$ cat src/rtl/shift_unloader.sv
// shift_unloader: button/timer driven parallel-to-serial unloader for an 8-bit switch word
// Ports:
//   clock, reset (async active-low)
//   butt_load, butt_step       raw active-low push buttons
//   sw_data_raw, sw_msb_first_raw, sw_auto_raw   raw switches
//   serial_out                 bit currently presented
//   leds                       bits not yet sent (zero-filled)
//   busy, done                 status flags for SHIFT / DONE
//   bit_count                  bits fully sent in the current word
module shift_unloader #(
  parameter int WIDTH    = 8,
  parameter int TICK_DIV = 25000000
) (
  input  logic                         clock,
  input  logic                         reset,
  input  logic                         butt_load,
  input  logic                         butt_step,
  input  logic [WIDTH-1:0]             sw_data_raw,
  input  logic                         sw_msb_first_raw,
  input  logic                         sw_auto_raw,
  output logic                         serial_out,
  output logic [WIDTH-1:0]             leds,
  output logic                         busy,
  output logic                         done,
  output logic [$clog2(WIDTH+1)-1:0]   bit_count
);
  localparam int CW = $clog2(TICK_DIV);
  localparam int BW = $clog2(WIDTH+1);
  typedef enum logic [1:0] {IDLE, SHIFT, DONE} state_t;
  state_t            state_q, state_d;
  logic [1:0]        ld_s_q, st_s_q, msb_s_q, auto_s_q;
  logic [WIDTH-1:0]  data_s1_q, data_s2_q;
  logic              ld_prev_q, st_prev_q, ld_press_q, st_press_q;
  logic [WIDTH-1:0]  shreg_q, shreg_d;
  logic              msb_q, msb_d;
  logic [BW-1:0]     cnt_q, cnt_d;
  logic [CW-1:0]     pre_q, pre_d;
  logic              auto_on, tick, step;
  always_ff @(posedge clock or negedge reset) begin
    if (!reset) begin
      ld_s_q     <= 2'b11;
      st_s_q     <= 2'b11;
      ld_prev_q  <= 1'b1;
      st_prev_q  <= 1'b1;
      ld_press_q <= 1'b0;
      st_press_q <= 1'b0;
      msb_s_q    <= '0;
      auto_s_q   <= '0;
      data_s1_q  <= '0;
      data_s2_q  <= '0;
      state_q    <= IDLE;
      shreg_q    <= '0;
      msb_q      <= 1'b0;
      cnt_q      <= '0;
      pre_q      <= '0;
    end else begin
      ld_s_q     <= {ld_s_q[0], butt_load};
      st_s_q     <= {st_s_q[0], butt_step};
      ld_prev_q  <= ld_s_q[1];
      st_prev_q  <= st_s_q[1];
      ld_press_q <= ld_prev_q & ~ld_s_q[1];
      st_press_q <= st_prev_q & ~st_s_q[1];
      msb_s_q    <= {msb_s_q[0], sw_msb_first_raw};
      auto_s_q   <= {auto_s_q[0], sw_auto_raw};
      data_s1_q  <= sw_data_raw;
      data_s2_q  <= data_s1_q;
      state_q    <= state_d;
      shreg_q    <= shreg_d;
      msb_q      <= msb_d;
      cnt_q      <= cnt_d;
      pre_q      <= pre_d;
    end
  end
  assign auto_on = (state_q == SHIFT) && auto_s_q[1];
  assign tick    = auto_on && (pre_q == CW'(TICK_DIV-1));
  assign step    = auto_s_q[1] ? tick : st_press_q;
  always_comb begin
    state_d = state_q;
    shreg_d = shreg_q;
    msb_d   = msb_q;
    cnt_d   = cnt_q;
    pre_d   = (auto_on && !tick) ? pre_q + CW'(1) : '0;
    if (ld_press_q) begin
      state_d = SHIFT;
      shreg_d = data_s2_q;
      msb_d   = msb_s_q[1];
      cnt_d   = '0;
      pre_d   = '0;
    end else if (state_q == SHIFT && step) begin
      shreg_d = msb_q ? shreg_q << 1 : shreg_q >> 1;
      cnt_d   = cnt_q + BW'(1);
      state_d = (cnt_q == BW'(WIDTH-1)) ? DONE : SHIFT;
    end
  end
  assign busy       = state_q == SHIFT;
  assign done       = state_q == DONE;
  assign serial_out = busy && (msb_q ? shreg_q[WIDTH-1] : shreg_q[0]);
  assign leds       = busy ? shreg_q : '0;
  assign bit_count  = cnt_q;
endmodule

$ cat config.mk
export PLATFORM = sky130hd
export DESIGN_NAME = shift_unloader
export DESIGN_NICKNAME = d
export VERILOG_FILES = /design/src/rtl/shift_unloader.sv
export SDC_FILE = /design/constraint.sdc
export NUM_CORES = 1
export LEC_CHECK = 0
export CAP_MARGIN = 20
export CORE_UTILIZATION = 55
export CTS_BUF_LIST = sky130_fd_sc_hd__clkbuf_16
export DETAILED_ROUTE_END_ITERATION = 6
export PLACE_DENSITY = 0.77
export SKIP_CTS_REPAIR_TIMING = 1
export SLEW_MARGIN = 20
export SYNTH_ARGS = -nofsm -noshare
export SYNTH_HDL_FRONTEND = slang
export SYNTH_SLANG_ARGS = --single-unit
$ cat constraint.sdc
create_clock -name clock -period 2.9 [get_ports clock]
set_clock_uncertainty 0.15 [all_clocks]
set_input_delay 0.58 -clock clock [delete_from_list [all_inputs] [get_ports clock]]
set_output_delay 0.58 -clock clock [all_outputs]
set_load 0.005 [all_outputs]
==> results of run 1 <==
## per-layer routing
layer	global-route usage, %	part of all wire (%)	vias to the layer above
met3	7.23	3.5	7
li1	-	-	910
met1	27.4	46	934
met5	0	0	-
met2	32.0	50	33
met4	6.29	0.85	0
## cell usage in the layout (no fill, tap or decap), types with 3 or more instances in the layout
master and count:
sky130_fd_sc_hd__dfrtp_1 62, sky130_fd_sc_hd__nor2_1 33, sky130_fd_sc_hd__clkdlybuf4s50_1 27, sky130_fd_sc_hd__xor2_1 19, sky130_fd_sc_hd__nand2_1 17, sky130_fd_sc_hd__nand3_1 17
sky130_fd_sc_hd__and2_1 10, sky130_fd_sc_hd__clkbuf_16 9, sky130_fd_sc_hd__mux2i_1 8, sky130_fd_sc_hd__and3_1 6, sky130_fd_sc_hd__mux2_2 6, sky130_fd_sc_hd__dfstp_2 6
sky130_fd_sc_hd__inv_1 5, sky130_fd_sc_hd__o21ai_0 5, sky130_fd_sc_hd__xnor2_1 4, sky130_fd_sc_hd__buf_4 4, sky130_fd_sc_hd__nor2b_1 3, sky130_fd_sc_hd__a21oi_1 3
sky130_fd_sc_hd__o21ai_1 3
## Yosys cell counts, drive strengths merged (2+ instances only)
master / instances
nand4b: 2
ha: 2
nand4: 3
or3: 2
dfstp: 6
inv: 5
o21ai: 8
xnor2: 4
dfrtp: 62
nor2: 33
buf: 4
mux2: 7
a21oi: 3
clkbuf: 6
mux2i: 8
xor2: 19
nand3: 17
nand2: 17
and3: 8
or4b: 2
and2: 10
nor2b: 3
and4bb: 2
a31o: 2
and4: 2
nor3: 2
## how the worst max path moves through the flow
stage	cells past startpoint	from	slack, ns	to
detailed placement	6	pre_q[15]$_DFF_PN0_	0.39	shreg_q[2]$_DFFE_PN0P_
finish	5	state_q[1]$_DFFE_PN0P_	0.35	leds[0]
CTS	5	state_q[1]$_DFFE_PN0P_	0.34	leds[0]
global placement	6	pre_q[15]$_DFF_PN0_	0.46	shreg_q[3]$_DFFE_PN0P_
global route	6	pre_q[15]$_DFF_PN0_	0.19	shreg_q[2]$_DFFE_PN0P_
floorplan	6	pre_q[15]$_DFF_PN0_	0.73	bit_count[3]$_DFFE_PN0P_
## sequential cells by signal (all words and copies together), names as in the netlist
signal and count:
auto_s_q 2, bit_count 4, data_s1_q 8, data_s2_q 8, ld_press_q 1, ld_prev_q 1, ld_s_q 2, msb_q 1
msb_s_q 2, pre_q 25, shreg_q 8, st_press_q 1, st_prev_q 1, st_s_q 2, state_q 2
## power by group through the flow
stage	combinational [mW]	sequential [mW]	clock [mW]
2_1_floorplan	0.105	1.04	0
4_1_cts	0.200	1.04	1.19
3_3_place_gp	0.193	1.05	0
6_report	0.196	1.04	1.17
3_5_place_dp	0.198	1.06	0
5_1_grt	0.221	1.05	1.24
## worst max-delay path: cells and delay by family, from the launching register on
kind	cells	cell delay (ns)
AND/OR/NAND/NOR	2	0.30
buffers and inverters	3	0.81
flip-flops	1	0.39
## area by class of cell
type | instances | area [um^2]
clock buffers | 9 | 225
clock inverters | 7 | 98.8
fillers | 377 | 1540
inverters | 5 | 18.8
multi-input cells | 166 | 1100
flip-flops and latches | 68 | 1710
well taps | 70 | 87.6
repair buffers | 33 | 325
## per-stage QoR
stage / std cells / hold slack, ns / instance area (um^2) / power (mW) / util [%]
5_1_grt: 358 / 0.141 / 3570 / 2.50 / 69.9
4_1_cts: 358 / 0.127 / 3570 / 2.43 / 69.9
2_1_floorplan: 249 / 0.134 / 2910 / 1.14 / -
3_3_place_gp: 342 / 0.182 / 3250 / 1.25 / 63.5
6_report: 358 / 0.107 / 3570 / 2.40 / 69.9
3_5_place_dp: 342 / 0.187 / 3250 / 1.26 / 63.5
## logic make-up after synthesis
family	share of synthesized area, %
AND/OR/NAND/NOR	20.9
flip-flops	58.8
XOR/XNOR	6.93
AO/OA/AOI/OAI	3.70
buffers and inverters	3.19
multiplexers	5.60
adder cells (fa/ha/maj)	0.861
==> impl_summary.log, run 1 <==
INFO  metric cts_max_level = 3
INFO  metric power_report.internal_total = 1.87 mW
INFO  metric layout.nets = 299
INFO  metric synth_flop_cell = sky130_fd_sc_hd__dfrtp_1
INFO  metric crit-reg2reg-capture = shreg_q[3]$_DFFE_PN0P_
INFO  metric fmax = 393 MHz
INFO  metric initial_antenna_violation_count = 0
INFO  metric finalCritPeriodShare = 87.8%
INFO  metric async_reset_ff_share = 100%
INFO  metric synthesis.area_per_instance = 11.7 um^2
INFO  metric io_pins = 29
INFO  metric tritoncts = yes
INFO  metric worst_r2r_startpoint = pre_q[15]$_DFF_PN0_
INFO  metric crit_chain = inv_1, nand2_1, inv_1, and2_1, clkdlybuf4s50_1
INFO  metric power.density = 674 mW/mm^2
INFO  metric ctsRootBufferMaster = sky130_fd_sc_hd__clkbuf_16
INFO  metric critPathRequiredTime = 2.17 ns
INFO  metric synth-edff-count = 0
INFO  metric grt_pass1_vias = 1754
INFO  metric status = finished, final reports clean
INFO  metric start_util = 56.9%
INFO  metric clkTransAtPathRegs = 0.06 ns
INFO  metric post_synth_inst_count = 249
INFO  metric core.rowCount = 26
INFO  metric synth.top_cells.by_area = sky130_fd_sc_hd__dfrtp_1 53%, sky130_fd_sc_hd__xor2_1 5.7%, sky130_fd_sc_hd__dfstp_2 5.4%
INFO  metric synthDistinctLibCells = 47
INFO  metric vdd.ir_drop.worst = 0.514 mV
INFO  metric placement.setup.worst_slack = 0.393 ns
INFO  metric cts_inserted_buffers = 9
INFO  metric min_path_type = in -> async
INFO  metric ys_seq_elements = 68
INFO  metric post_drt_wl_per_cell = 14.5 um
INFO  metric ratio_of_cells_with_drive_above_1_in_the_final_layout = 15.6%
INFO  metric slowest_cell_delay_on_critical_path = 0.51 ns
INFO  metric postSynthNetCount = 265
INFO  metric criticalPathCategory = reg -> out
INFO  metric slew_of_the_pin_with_the_lowest_slew_margin = 0.638 ns
INFO  metric detail_route.wirelength = 5190 um
INFO  metric synth_area_leader_cell = sky130_fd_sc_hd__dfrtp_1
INFO  metric power_frac_seq = 43.3%
INFO  metric hpwlAfterDp = 3390 um
INFO  metric grt_max_degree = 69
INFO  metric switching_power = 531 uW
INFO  metric ff2ff_setup_slack = 0.36 ns
INFO  metric antennaDiodeCount = 0
INFO  metric finalSetupViolations = 0
INFO  metric timing.max_slew.rel_slack = 57.1%
INFO  metric core-area = 0.00511 mm^2
INFO  metric cp-end-kind = output port
INFO  metric grt_use_total = 20.6%
INFO  metric post-route-worst-setup-slack = 0.353 ns
INFO  metric worst_ep_arrival_time = 1.82 ns
INFO  metric critical_path.most_common_cell = sky130_fd_sc_hd__inv_1
INFO  metric synth_seq_area_share = 58.8%
INFO  metric swShare = 22.1%
INFO  metric port_buffers = 28
INFO  metric area_growth_syn_to_layout = 22.8%
INFO  metric worst_path_max_delay_cell = sky130_fd_sc_hd__clkdlybuf4s50_1
INFO  metric max-clock-path-buffers = 2
INFO  metric minimum_clock_period = 2.55 ns
INFO  metric antenna_violating_nets_post_route = 0
INFO  metric replace_congestion = 0.772
INFO  metric syn_area = 0.00291 mm^2
INFO  metric rsz0062_at_grt = false
INFO  metric routed-via-count = 1884
INFO  metric kind_of_launch_point_of_the_worst_setup_path = flop
INFO  metric finalSetupTns = 0 ns
INFO  metric drt-pass1-iter-count = 4
INFO  metric r2r.worst_path.cells = 6
INFO  metric dr.first_iter.drc_count = 81
INFO  metric share_comb_of_total_power = 8.2%
INFO  metric slew_violations = 0
INFO  metric critical_path_fanouts_max = 9
INFO  metric grt_first_pass_wirelength = 8380 um
INFO  metric p_clk_share = 48.5%
INFO  metric viasPerCell = 5.26
INFO  metric insertion_delay = 0.33 ns
INFO  metric die_x = 74.7 um
INFO  metric synth_warnings = 0
INFO  metric synthDominantCellAreaShare = 53.4%
INFO  metric drt_drc = 0
INFO  metric die_area = 0.00558 mm^2
INFO  metric leakage = 1.60 nW
INFO  metric chipHeight = 74.7 um
INFO  metric final-hold-violation-count = 0
INFO  metric cts_num_sinks = 68
INFO  metric global_route.overflow_total = 0
INFO  metric maxCapViolations = 0
Power figures use the tool's default switching activity.
==> run 2, diff against run 1 <==
--- a/config.mk
+++ b/config.mk
@@ -5,7 +5,6 @@
 export SDC_FILE = /design/constraint.sdc
 export NUM_CORES = 1
 export LEC_CHECK = 0
-export CAP_MARGIN = 20
 export CORE_UTILIZATION = 55
 export CTS_BUF_LIST = sky130_fd_sc_hd__clkbuf_16
 export DETAILED_ROUTE_END_ITERATION = 6
==> results of run 2 <==
Same layout as run 1: the final DEF is identical, and so are final timing and power.
==> run 3, diff against run 2 <==
--- a/config.mk
+++ b/config.mk
@@ -10,7 +10,6 @@
 export DETAILED_ROUTE_END_ITERATION = 6
 export PLACE_DENSITY = 0.77
 export SKIP_CTS_REPAIR_TIMING = 1
-export SLEW_MARGIN = 20
 export SYNTH_ARGS = -nofsm -noshare
 export SYNTH_HDL_FRONTEND = slang
 export SYNTH_SLANG_ARGS = --single-unit
==> results of run 3 <==
Same layout as run 1: the final DEF is identical, and so are final timing and power.
